### config.mk
export PLATFORM = sky130hd
export DESIGN_NAME = multicycle_control_fsm
export DESIGN_NICKNAME = d
export VERILOG_FILES = /design/src/rtl/multicycle_control_fsm.sv
export SDC_FILE = /design/constraint.sdc
export NUM_CORES = 1
export LEC_CHECK = 0
export CAP_MARGIN = 20
export CORE_UTILIZATION = 47
export CTS_BUF_LIST = sky130_fd_sc_hd__clkbuf_2 sky130_fd_sc_hd__clkbuf_4 sky130_fd_sc_hd__clkbuf_8
export CTS_CLUSTER_DIAMETER = 50
export CTS_CLUSTER_SIZE = 8
export DETAILED_ROUTE_END_ITERATION = 10
export PLACE_DENSITY_LB_ADDON = 0.1
export SETUP_SLACK_MARGIN = 0.02
export SLEW_MARGIN = 20
export SYNTH_ARGS = -nofsm -noshare
export SYNTH_HDL_FRONTEND = slang
export SYNTH_SLANG_ARGS = --single-unit
### constraint.sdc
create_clock -name clk -period 5.65 [get_ports clk]
set_input_delay 0.8475 -clock clk [delete_from_list [all_inputs] [get_ports clk]]
set_output_delay 0.8475 -clock clk [all_outputs]
set_load 0.02 [all_outputs]
### src/rtl/multicycle_control_fsm.sv
// -----------------------------------------------------------------------------
// multicycle_control_fsm
//
// Main controller for the multi-cycle RV32IM datapath. It sequences each
// instruction through fetch / decode / execute / memory / writeback, one state
// per cycle. It drives the ALU operation and both ALU operand-select muxes, and
// it uses the ALU zero flag to resolve branches.
//
// Ports
//   clk           in   clock, all state updates on the rising edge
//   reset         in   synchronous, active-high reset
//   opcode        in   [6:0]   instr[6:0] from the instruction register
//   funct3        in   [2:0]   instr[14:12]
//   funct7        in   [6:0]   instr[31:25]
//   zero          in   ALU zero flag for the current cycle
//   PCWrite       out  load PC
//   AdrSrc        out  memory address: 0=PC, 1=ALUOut
//   MemWrite      out  data memory write strobe
//   IRWrite       out  load instruction register and OldPC
//   RegWrite      out  register file write
//   ResultSrc     out  [1:0]  00=ALUOut, 01=MemData, 10=ALUresult
//   ALUSrcA       out  [1:0]  00=PC, 01=OldPC, 10=rs1, 11=constant 0
//   ALUSrcB       out  [1:0]  00=rs2, 01=ImmExt, 10=constant 4
//   ImmSrc        out  [2:0]  000=I, 001=S, 010=B, 011=J, 100=U
//   ALUcontrol    out  [3:0]  ALU operation
//   illegal_instr out  sticky illegal-instruction flag
//   state_o       out  [3:0]  current state, for debug
//
// All control outputs are combinational from the state and instruction fields.
// While reset is high every write strobe is forced low, so an instruction cut
// off by reset never leaves a partial write behind.
// -----------------------------------------------------------------------------
module multicycle_control_fsm #(
    parameter logic ENABLE_M = 1'b1
) (
    input  logic       clk,
    input  logic       reset,
    input  logic [6:0] opcode,
    input  logic [2:0] funct3,
    input  logic [6:0] funct7,
    input  logic       zero,
    output logic       PCWrite,
    output logic       AdrSrc,
    output logic       MemWrite,
    output logic       IRWrite,
    output logic       RegWrite,
    output logic [1:0] ResultSrc,
    output logic [1:0] ALUSrcA,
    output logic [1:0] ALUSrcB,
    output logic [2:0] ImmSrc,
    output logic [3:0] ALUcontrol,
    output logic       illegal_instr,
    output logic [3:0] state_o
);

    typedef enum logic [3:0] {
        FETCH    = 4'd0,
        DECODE   = 4'd1,
        MEMADR   = 4'd2,
        MEMREAD  = 4'd3,
        MEMWB    = 4'd4,
        MEMWRITE = 4'd5,
        EXECR    = 4'd6,
        EXECI    = 4'd7,
        ALUWB    = 4'd8,
        BRANCH   = 4'd9,
        JAL      = 4'd10,
        JALR     = 4'd11,
        LUI      = 4'd12,
        AUIPC    = 4'd13,
        UNUSED   = 4'd14,
        ILLEGAL  = 4'd15
    } state_t;

    // opcodes
    localparam logic [6:0] OP_LW     = 7'b0000011;
    localparam logic [6:0] OP_SW     = 7'b0100011;
    localparam logic [6:0] OP_R      = 7'b0110011;
    localparam logic [6:0] OP_I      = 7'b0010011;
    localparam logic [6:0] OP_BRANCH = 7'b1100011;
    localparam logic [6:0] OP_JAL    = 7'b1101111;
    localparam logic [6:0] OP_JALR   = 7'b1100111;
    localparam logic [6:0] OP_LUI    = 7'b0110111;
    localparam logic [6:0] OP_AUIPC  = 7'b0010111;

    // funct7 groups
    localparam logic [6:0] F7_BASE = 7'b0000000;
    localparam logic [6:0] F7_ALT  = 7'b0100000;
    localparam logic [6:0] F7_MUL  = 7'b0000001;

    // ALU operations
    localparam logic [3:0] ALU_ADD    = 4'b0000;
    localparam logic [3:0] ALU_SUB    = 4'b0001;
    localparam logic [3:0] ALU_AND    = 4'b0010;
    localparam logic [3:0] ALU_OR     = 4'b0011;
    localparam logic [3:0] ALU_XOR    = 4'b0100;
    localparam logic [3:0] ALU_SLL    = 4'b0101;
    localparam logic [3:0] ALU_SRL    = 4'b0110;
    localparam logic [3:0] ALU_SRA    = 4'b0111;
    localparam logic [3:0] ALU_SLT    = 4'b1000;
    localparam logic [3:0] ALU_SLTU   = 4'b1001;
    localparam logic [3:0] ALU_MUL    = 4'b1010;
    localparam logic [3:0] ALU_MULH   = 4'b1011;
    localparam logic [3:0] ALU_MULHSU = 4'b1100;
    localparam logic [3:0] ALU_MULHU  = 4'b1101;
    localparam logic [3:0] ALU_DIV    = 4'b1110;
    localparam logic [3:0] ALU_DIVU   = 4'b1111;

    state_t state, next_state;
    logic   illegal_q;

    // decode helpers
    logic [3:0] r_alu;
    logic       r_ok;
    logic [3:0] i_alu;
    logic       i_ok;
    logic [3:0] br_alu;
    logic       br_taken;

    // -------------------------------------------------------------------------
    // State register and sticky illegal flag
    // -------------------------------------------------------------------------
    always_ff @(posedge clk) begin
        if (reset) begin
            state     <= FETCH;
            illegal_q <= 1'b0;
        end else begin
            state <= next_state;
            if (next_state == ILLEGAL) begin
                illegal_q <= 1'b1;
            end
        end
    end

    // -------------------------------------------------------------------------
    // R-type ALU decode (funct7 / funct3)
    // -------------------------------------------------------------------------
    always_comb begin
        r_alu = ALU_ADD;
        r_ok  = 1'b1;
        case (funct7)
            F7_BASE: begin
                case (funct3)
                    3'b000:  r_alu = ALU_ADD;
                    3'b001:  r_alu = ALU_SLL;
                    3'b010:  r_alu = ALU_SLT;
                    3'b011:  r_alu = ALU_SLTU;
                    3'b100:  r_alu = ALU_XOR;
                    3'b101:  r_alu = ALU_SRL;
                    3'b110:  r_alu = ALU_OR;
                    default: r_alu = ALU_AND;
                endcase
            end
            F7_ALT: begin
                case (funct3)
                    3'b000:  r_alu = ALU_SUB;
                    3'b101:  r_alu = ALU_SRA;
                    default: r_ok  = 1'b0;
                endcase
            end
            F7_MUL: begin
                if (!ENABLE_M) begin
                    r_ok = 1'b0;
                end else begin
                    case (funct3)
                        3'b000:  r_alu = ALU_MUL;
                        3'b001:  r_alu = ALU_MULH;
                        3'b010:  r_alu = ALU_MULHSU;
                        3'b011:  r_alu = ALU_MULHU;
                        3'b100:  r_alu = ALU_DIV;
                        3'b101:  r_alu = ALU_DIVU;
                        default: r_ok  = 1'b0;
                    endcase
                end
            end
            default: r_ok = 1'b0;
        endcase
    end

    // -------------------------------------------------------------------------
    // I-type ALU decode: funct7 only matters for the shift encodings
    // -------------------------------------------------------------------------
    always_comb begin
        i_alu = ALU_ADD;
        i_ok  = 1'b1;
        case (funct3)
            3'b000: i_alu = ALU_ADD;
            3'b001: begin
                i_alu = ALU_SLL;
                if (funct7 != F7_BASE) begin
                    i_ok = 1'b0;
                end
            end
            3'b010: i_alu = ALU_SLT;
            3'b011: i_alu = ALU_SLTU;
            3'b100: i_alu = ALU_XOR;
            3'b101: begin
                if (funct7 == F7_BASE) begin
                    i_alu = ALU_SRL;
                end else if (funct7 == F7_ALT) begin
                    i_alu = ALU_SRA;
                end else begin
                    i_ok = 1'b0;
                end
            end
            3'b110:  i_alu = ALU_OR;
            default: i_alu = ALU_AND;
        endcase
    end

    // -------------------------------------------------------------------------
    // Branch compare: SUB for equality, SLT/SLTU for ordering. For the
    // ordering compares the ALU result is 1 when rs1 < rs2, so "less than"
    // is taken on !zero and "greater or equal" on zero.
    // -------------------------------------------------------------------------
    always_comb begin
        br_alu   = ALU_SUB;
        br_taken = 1'b0;
        case (funct3)
            3'b000: begin br_alu = ALU_SUB;  br_taken = zero;  end
            3'b001: begin br_alu = ALU_SUB;  br_taken = !zero; end
            3'b100: begin br_alu = ALU_SLT;  br_taken = !zero; end
            3'b101: begin br_alu = ALU_SLT;  br_taken = zero;  end
            3'b110: begin br_alu = ALU_SLTU; br_taken = !zero; end
            3'b111: begin br_alu = ALU_SLTU; br_taken = zero;  end
            default: begin br_alu = ALU_SUB; br_taken = 1'b0;  end
        endcase
    end

    // -------------------------------------------------------------------------
    // Next state and control outputs
    // -------------------------------------------------------------------------
    always_comb begin
        next_state    = state;
        PCWrite       = 1'b0;
        AdrSrc        = 1'b0;
        MemWrite      = 1'b0;
        IRWrite       = 1'b0;
        RegWrite      = 1'b0;
        ResultSrc     = 2'b00;
        ALUSrcA       = 2'b00;
        ALUSrcB       = 2'b00;
        ImmSrc        = 3'b000;
        ALUcontrol    = ALU_ADD;
        illegal_instr = illegal_q;

        // immediate format follows the opcode in every state
        case (opcode)
            OP_SW:             ImmSrc = 3'b001;
            OP_BRANCH:         ImmSrc = 3'b010;
            OP_JAL:            ImmSrc = 3'b011;
            OP_LUI, OP_AUIPC:  ImmSrc = 3'b100;
            default:           ImmSrc = 3'b000;
        endcase

        case (state)
            FETCH: begin
                AdrSrc     = 1'b0;
                IRWrite    = 1'b1;
                ALUSrcA    = 2'b00;
                ALUSrcB    = 2'b10;
                ALUcontrol = ALU_ADD;
                ResultSrc  = 2'b10;
                PCWrite    = 1'b1;
                next_state = DECODE;
            end
            DECODE: begin
                // OldPC + imm lands in ALUOut for branch/jal targets
                ALUSrcA    = 2'b01;
                ALUSrcB    = 2'b01;
                ALUcontrol = ALU_ADD;
                case (opcode)
                    OP_LW, OP_SW: next_state = (funct3 == 3'b010) ? MEMADR : ILLEGAL;
                    OP_R:         next_state = EXECR;
                    OP_I:         next_state = EXECI;
                    OP_BRANCH:    next_state = (funct3[2:1] == 2'b01) ? ILLEGAL : BRANCH;
                    OP_JAL:       next_state = JAL;
                    OP_JALR:      next_state = (funct3 == 3'b000) ? JALR : ILLEGAL;
                    OP_LUI:       next_state = LUI;
                    OP_AUIPC:     next_state = AUIPC;
                    default:      next_state = ILLEGAL;
                endcase
            end
            MEMADR: begin
                ALUSrcA    = 2'b10;
                ALUSrcB    = 2'b01;
                ALUcontrol = ALU_ADD;
                next_state = (opcode == OP_LW) ? MEMREAD : MEMWRITE;
            end
            MEMREAD: begin
                AdrSrc     = 1'b1;
                next_state = MEMWB;
            end
            MEMWB: begin
                ResultSrc  = 2'b01;
                RegWrite   = 1'b1;
                next_state = FETCH;
            end
            MEMWRITE: begin
                AdrSrc     = 1'b1;
                MemWrite   = 1'b1;
                next_state = FETCH;
            end
            EXECR: begin
                ALUSrcA    = 2'b10;
                ALUSrcB    = 2'b00;
                ALUcontrol = r_ok ? r_alu : ALU_ADD;
                next_state = r_ok ? ALUWB : ILLEGAL;
            end
            EXECI: begin
                ALUSrcA    = 2'b10;
                ALUSrcB    = 2'b01;
                ALUcontrol = i_ok ? i_alu : ALU_ADD;
                next_state = i_ok ? ALUWB : ILLEGAL;
            end
            ALUWB: begin
                ResultSrc  = 2'b00;
                RegWrite   = 1'b1;
                next_state = FETCH;
            end
            BRANCH: begin
                ALUSrcA    = 2'b10;
                ALUSrcB    = 2'b00;
                ResultSrc  = 2'b00;
                ALUcontrol = br_alu;
                PCWrite    = br_taken;
                next_state = FETCH;
            end
            JAL: begin
                // PC <= ALUOut (target), ALU computes OldPC + 4 for the link
                ALUSrcA    = 2'b01;
                ALUSrcB    = 2'b10;
                ALUcontrol = ALU_ADD;
                ResultSrc  = 2'b00;
                PCWrite    = 1'b1;
                next_state = ALUWB;
            end
            JALR: begin
                // rs1 + imm replaces the target in ALUOut, then reuse JAL
                ALUSrcA    = 2'b10;
                ALUSrcB    = 2'b01;
                ALUcontrol = ALU_ADD;
                next_state = JAL;
            end
            LUI: begin
                ALUSrcA    = 2'b11;
                ALUSrcB    = 2'b01;
                ALUcontrol = ALU_ADD;
                next_state = ALUWB;
            end
            AUIPC: begin
                ALUSrcA    = 2'b01;
                ALUSrcB    = 2'b01;
                ALUcontrol = ALU_ADD;
                next_state = ALUWB;
            end
            UNUSED: begin
                illegal_instr = 1'b1;
                next_state    = ILLEGAL;
            end
            ILLEGAL: begin
                illegal_instr = 1'b1;
                next_state    = ILLEGAL;
            end
            default: begin
                illegal_instr = 1'b1;
                next_state    = ILLEGAL;
            end
        endcase

        // reset aborts the current instruction without any write
        if (reset) begin
            PCWrite  = 1'b0;
            MemWrite = 1'b0;
            IRWrite  = 1'b0;
            RegWrite = 1'b0;
        end
    end

    assign state_o = state;

endmodule
==> results by group, run 1 <==
Floorplan
  • Die ar.: 2320 µm²
  • IO Pins: 43
  • Horiz. Die Dim: 48.1 µm
  • Initial Utilization: approximately half
  • FP Rows: 16
  • Core area: approximately 2000 µm²
  • DIE HEIGHT: just under 50 µm

Final layout
  • Layout Nets: about 200
  • Filler cells: between 150 and 200
  • Commonest non-fill, non-tap cell in the layout: clkdlybuf4s50_1
  • Area grow syn2layout: 43.2%
  • Layout cells sized above 1: around 7%
  • Commonest non-fill, non-tap cells in the layout: clkdlybuf4s50_1, o21ai_0, nor2_1, nand2_1, nor3_1
  • # diodes: 0
  • Register area: around 100 µm²
  • Multi-input gate area: 817 µm²

Placed design
  • HPWL after DPL: ~2100 µm
  • RePlAce Congestion: ~0.91
  • Setup WS pre-CTS: approximately 1100 ps
  • Input/output buffers: 42

Clocking
  • CTS tree: built
  • Clock tree buffer depth: 2
  • Cts hold-fix bufs: 0
  • Inserted Clock Buffers: 3
  • Clk_lat worst skew: ~240 ps
  • Post-CTS sizing: 0
  • Clock-pin slew of the registers on the worst-case setup and hold paths: 40 ps
  • Clk root buf: clkbuf_4
  • H-tree depth: 1
  • Post-CTS Setup Repair Bufs: 0
  • Clock sinks: 5

Min path
  • Min-delay src: illegal_q
  • Min-delay worst type: reg -> reg

Power
  • Net Sw Frac: a little under 50%
  • Static Leak: about 0.50 nW
  • Sw power: between 0.2 and 0.25 mW
  • Power density over the cells: ~320 nW/µm²
  • Comb pwr share: a little under three quarters
  • Peak VDD IR: slightly above 400 µV
  • Internal: between 0.2 and 0.25 mW
  • Clock power share: about 10%
  • Reg power frac: a little under a fifth

Timing
  • Final setup violation count: 0
  • Fin. max-slew vios: 0
  • Least-Margin Pin Slew: between 500 and 600 ps
  • Slew margin rel.: roughly three fifths
  • Final hold viol count: 0
  • Final worst path period need: 4540 ps
  • Tcrit/Tclk final: between 80% and 90%
  • Max Fclk: 220 MHz
  • RSZ-0062 raised after global routing: false
  • Setup TNS: 0 ps
  • Skew final: between 4 and 5 ps
  • PnR worst setup slack: 1110 ps

Detailed routing
  • Post-Route WL: approximately 2900 µm
  • Routed WL per cell: around 14 µm
  • DRT antenna net count: 0
  • Pre-Repair DR Iteration Count: 6
  • Via count: roughly 1300
  • DRT iter0 DRCs: 32
  • Routed vias/inst: roughly 6.0
  • # DRC: 0

Synth
  • Syn. warnings: 0
  • Area of the mapped netlist: 1000 µm²
  • Syn Nets: 170
  • Seq cells post-synth: 5
  • Ys flop type: dfxtp_1
  • Mapped Cells: 150
  • Register area share after synthesis: 10.0%
  • Number of synthesized flops with an enable pin: 0
  • Syn Area/Cell: 6.66 µm²
  • Asr flop ratio synth: 0%
  • Synth cell types: 46

Worst setup path
  • CP Data Arrival Time: 3700 ps
  • CP max FO: 15
  • RR Endpoint: illegal_q
  • Critical Path Start Type: input pin
  • Critical path type: in -> out
  • Critical path startpoint: funct3[2]
  • Crit end category: primary output
  • Reg2Reg Setup Slack: ~3600 ps
  • Worst Reg-to-Reg Cells: 6
  • Worst endpoint required time: about 4800 ps
  • Worst r2r src: state_o[0]
  • Crit path to: ALUcontrol[3]

Global route
  • Initial antenna violation count: 0
  • GRT Util Overall: roughly a quarter
  • First-pass GRT wire length: a little over 4000 µm
  • Pin count of the biggest net entering global routing: 19
  • Grt total ovfl: 0
  • Vias in the first global route: 958

Flow run
  • Max Cap Viol: 0

Run status
  • Outcome: finished, final reports clean
==> cell usage after synthesis (2+ instances only) <==
cell	number	area, µm²
a2111oi_0	3	26.3
a211oi_1	3	22.5
a211oi_2	3	37.5
a21o_1	2	15.0
a21oi_1	9	45.0
a22oi_1	4	30.0
a31oi_1	2	12.5
clkbuf_1	9	33.8
dfxtp_1	5	100
inv_1	8	30.0
mux2i_1	3	30.0
nand2_1	11	41.3
nand2b_1	9	56.3
nand3_1	2	10.0
nand3b_1	3	22.5
nor2_1	12	45.0
nor2b_1	2	12.5
nor3_1	11	55.1
nor4_1	2	12.5
o211ai_1	2	15.0
o21ai_0	13	65.1
o21bai_1	2	15.0
o22ai_1	2	12.5
o32ai_1	2	17.5
or3_1	2	12.5
xor2_1	4	35.0
==> critical path, stage by stage <==
cell,delay [ps]
clkdlybuf4s50_1,730
inv_1,210
a211oi_2,270
o221ai_2,170
or4b_4,540
a211oi_2,200
a221o_1,130
clkdlybuf4s50_1,590
==> state kept, by name, indices dropped and copies added (netlist names) <==
register   flops
illegal_q      1
state_o        4
==> metal layers <==
metal | track usage, % | up-vias | part of all wire [%]
li1 | - | 643 | -
met1 | 30.1 | 569 | 44
met2 | 42.4 | 51 | 50
met3 | 2.59 | 2 | 6.0
met4 | 7.22 | 0 | 0.28
met5 | 0 | - | 0
==> per-stage QoR <==
step                      cells  utilization [%]  power, mW  hold slack [ps]  instance area, µm²
after floorplan             150                -      0.273              437                1000
after global placement      208             70.7      0.400              457                1400
after detailed placement    208             70.7      0.405              477                1400
after CTS                   212             72.2      0.453              481                1430
after global routing        212             72.2      0.489              509                1430
final                       212             72.2      0.452              475                1430
==> worst min-delay path by stage <==
stage	depth (start not counted)	endpoint
after floorplan	2	illegal_q
after global placement	2	illegal_q
after detailed placement	2	illegal_q
after CTS	2	illegal_q
after global routing	2	illegal_q
final	2	illegal_q
==> cells by family after synthesis <==
| group | Yosys count | synth area share [%] |
|---|---|---|
| AND/OR/NAND/NOR | 63 | 34.8 |
| XOR/XNOR | 4 | 3.50 |
| flip-flops | 5 | 10.0 |
| multiplexers | 4 | 4.13 |
| AO/OA/AOI/OAI | 54 | 38.3 |
| buffers and inverters | 19 | 8.26 |
| adder cells (fa/ha/maj) | 1 | 1.00 |
==> power groups by stage <==
| stage | logic, mW | clock network (mW) | registers, mW |
|---|---|---|---|
| detailed placement | 0.322 | 0 | 0.0828 |
| global route | 0.353 | 0.0497 | 0.0869 |
| global placement | 0.318 | 0 | 0.0823 |
| floorplan | 0.205 | 0 | 0.0686 |
| CTS | 0.323 | 0.0473 | 0.0823 |
| finish | 0.324 | 0.0450 | 0.0831 |
==> area by class of cell <==
cell class / count / share of cell area (%)
multi-input combinational: 126 / 57.1
inverter: 8 / 2.10
sequential: 5 / 6.99
tap: 27 / 2.36
clock buffer: 4 / 2.10
timing repair buffer: 42 / 29.4
Note: power is estimated with default switching activity, not from simulation.
==> inputs of run 2 (changes only) <==
--- a/config.mk
+++ b/config.mk
@@ -6,7 +6,7 @@
 export NUM_CORES = 1
 export LEC_CHECK = 0
 export CAP_MARGIN = 20
-export CORE_UTILIZATION = 47
+export CORE_UTILIZATION = 40
 export CTS_BUF_LIST = sky130_fd_sc_hd__clkbuf_2 sky130_fd_sc_hd__clkbuf_4 sky130_fd_sc_hd__clkbuf_8
 export CTS_CLUSTER_DIAMETER = 50
 export CTS_CLUSTER_SIZE = 8
==> constraint.sdc (replaced) <==
create_clock -name clk -period 4.12 [get_ports clk]
set_input_delay 0.618 -clock clk [delete_from_list [all_inputs] [get_ports clk]]
set_output_delay 0.618 -clock clk [all_outputs]
set_load 0.02 [all_outputs]
==> run 2 against run 1 <==
Non-clock buffer count up 4; wire length up 0.56%; first-iteration DRC count increased by 16%; critical path depth stayed put; sequential power up 40%; worst setup slack worse by 920 ps; global-route usage down 1.9 points; cell count is 2.4% higher; combinational power grew 39%; via count rose by 0.95%; utilization decreased by 8.0 points; register-to-register slack worse by 1600 ps.
==> results by group, run 2 (same netlist as run 1, synthesis figures left out) <==
Run status
  • Outcome: finished, final reports clean

Detailed routing
  • Routed vias/inst: 5.88 (-1.4%)
  • Via count: 1277 (+0.95%)
  • Routed WL per cell: 13.3 µm (-1.8%)
  • Pre-Repair DR Iteration Count: 5 (-1)
  • # DRC: 0 (unchanged)
  • DRT antenna net count: 0 (unchanged)
  • DRT iter0 DRCs: 37 (+16%)
  • Post-Route WL: 2890 µm (+0.56%)

Final layout
  • Area grow syn2layout: 46.3%
  • Commonest non-fill, non-tap cell in the layout: clkdlybuf4s50_1
  • Max reg flops: 4 (unchanged)
  • Layout cells sized above 1: 8.99% (+2.0 points)
  • Non-Filler Instances: 217 (+2.4%)
  • Filler cells: 231 (+42%)
  • # diodes: 0 (unchanged)
  • Multi-input gate area: 817 µm² (unchanged)
  • Layout Nets: 210 (+1.9%)
  • Register area: 100 µm² (unchanged)
  • Commonest non-fill, non-tap cells in the layout: clkdlybuf4s50_1, o21ai_0, nor2_1, nand2_1, nor3_1

Worst setup path
  • Critical path startpoint: funct3[0]
  • Worst path max stage delay: 670 ps (-60 ps)
  • Worst Reg-to-Reg Cells: 6 (unchanged)
  • CP max FO: 10 (-5)
  • Stages on worst setup path: 8 (unchanged)
  • Critical Path Start Type: input pin
  • Crit end category: primary output
  • Critical path type: in -> out
  • Slowest stage cell, crit path: clkdlybuf4s50_1
  • Crit-path most repeated cell: clkdlybuf4s50_1
  • Worst r2r src: state_o[0]
  • Bufs and invs on worst path: 3 (unchanged)
  • CP top delay family: buffers and inverters
  • Crit path cell chain: clkdlybuf4s50_1 -> inv_1 -> a22oi_1 -> o221ai_2 -> or4b_4 -> a211oi_2 -> a221o_1 -> clkdlybuf4s50_1
  • CP Data Arrival Time: 3320 ps (-380 ps)
  • Worst endpoint required time: 3500 ps (-1300 ps)

Placed design
  • RePlAce Congestion: 0.958 (+5.7%)
  • HPWL after DPL: 2180 µm (+2.0%)
  • Input/output buffers: 42 (unchanged)
  • Cells after DPL: 213 (+2.4%)
  • Setup WS pre-CTS: 207 ps (-924 ps)

Timing
  • Skew final: 3.89 ps (-0.322 ps)
  • Setup TNS: 0 ps (unchanged)
  • RSZ-0062 raised after global routing: false
  • Fin. max-slew vios: 0 (unchanged)
  • Final hold viol count: 0 (unchanged)
  • PnR worst setup slack: 184 ps (-921 ps)
  • Max Fclk: 254 MHz
  • Slew margin rel.: 61.2% (+0.39 points)
  • Least-Margin Pin Slew: 581 ps (-4.77 ps)
  • Final worst path period need: roughly 4000 ps
  • Tcrit/Tclk final: 95.5%
  • Final setup violation count: 0 (unchanged)

Floorplan
  • IO Pins: 43 (unchanged)
  • Core area: 2280 µm² (+15%)
  • Horiz. Die Dim: 52.0 µm (+8.0%)
  • Initial Utilization: 43.9% (-6.5 points)
  • FP Rows: 17 (+1)
  • Die ar.: 2700 µm² (+17%)
  • DIE HEIGHT: 52.0 µm (+8.0%)

Global route
  • First-pass GRT wire length: 4670 µm (+16%)
  • Pin count of the biggest net entering global routing: 18 (-1)
  • Initial antenna violation count: 0 (unchanged)
  • GRT Util Overall: 21.9% (-1.9 points)
  • Grt total ovfl: 0 (unchanged)
  • Vias in the first global route: 1109 (+16%)

Power
  • Sw power: 0.308 mW (+40%)
  • Clock power share: 10.0% (about the same)
  • Net Sw Frac: 48.9% (+0.42 points)
  • Internal: 0.321 mW (+38%)
  • Static Leak: 0.523 nW (+3.9%)
  • Power density over the cells: 430 nW/µm² (+36%)
  • Comb pwr share: 71.6% (about the same)
  • Reg power frac: 18.4% (about the same)
  • Power, Total: 0.629 mW (+39%)
  • Peak VDD IR: 579 µV (+40%)

Clocking
  • CTS tree: built
  • Post-CTS sizing: 0 (unchanged)
  • Clk_lat worst skew: 240 ps (about the same)
  • Clock sinks: 5 (unchanged)
  • H-tree depth: 1 (unchanged)
  • Clk root buf: clkbuf_4
  • Cts hold-fix bufs: 0 (unchanged)
  • Clock-pin slew of the registers on the worst-case setup and hold paths: 40 ps (about the same)
  • Clock tree buffer depth: 2 (unchanged)
  • Post-CTS Setup Repair Bufs: 0 (unchanged)
  • Inserted Clock Buffers: 3 (unchanged)

Flow run
  • Max Cap Viol: 0 (unchanged)

Min path
  • Min-delay worst type: reg -> reg
  • WHS Path Cells: 2 (unchanged)
  • Min-delay src: illegal_q
==> run 2: metrics by stage <==
stage / hold WS (ps) / util, % / instance area, µm²
CTS: 463 / 64.3 / 1460
floorplan: 437 / - / 1000
global placement: 457 / 62.9 / 1430
detailed placement: 457 / 62.9 / 1430
finish: 458 / 64.3 / 1460
global route: 492 / 64.3 / 1460
==> run 2: power by group through the flow <==
stage	logic, mW	registers (mW)	clock network (mW)
global placement	0.443	0.114	0
detailed placement	0.451	0.115	0
CTS	0.452	0.115	0.0647
floorplan	0.281	0.0940	0
finish	0.450	0.116	0.0629
global route	0.489	0.120	0.0681
==> run 2: routing by layer <==
metal / part of all wire (%) / vias to the layer above / GRT usage [%]
met3: 5.3 / 0 / 1.75
met4: 0 / 0 / 1.80
met1: 47 / 586 / 31.3
met2: 48 / 49 / 36.5
met5: 0 / - / 0
li1: - / 642 / -
==> run 2: path summary, 6_finish.rpt <==
kind | endpoint | slack (ps)
max | ALUcontrol[3] | 180
min | illegal_q | 460
max reg2reg | illegal_q | 2010
min reg2reg | illegal_q | 460
==> run 2: layout make-up <==
cell class / count / share of cell area, %
multi-input cells: 126 / 55.9
repair buffers: 46 / 30.8
flip-flops and latches: 5 / 6.84
well taps: 28 / 2.40
clock buffers: 4 / 2.05
inverters: 8 / 2.05
==> run 2: tightest hold or removal path, cell delays in order, from the launching register on <==
cell and delay, ps:
dfxtp_1 290, inv_1 60, o32ai_1 60
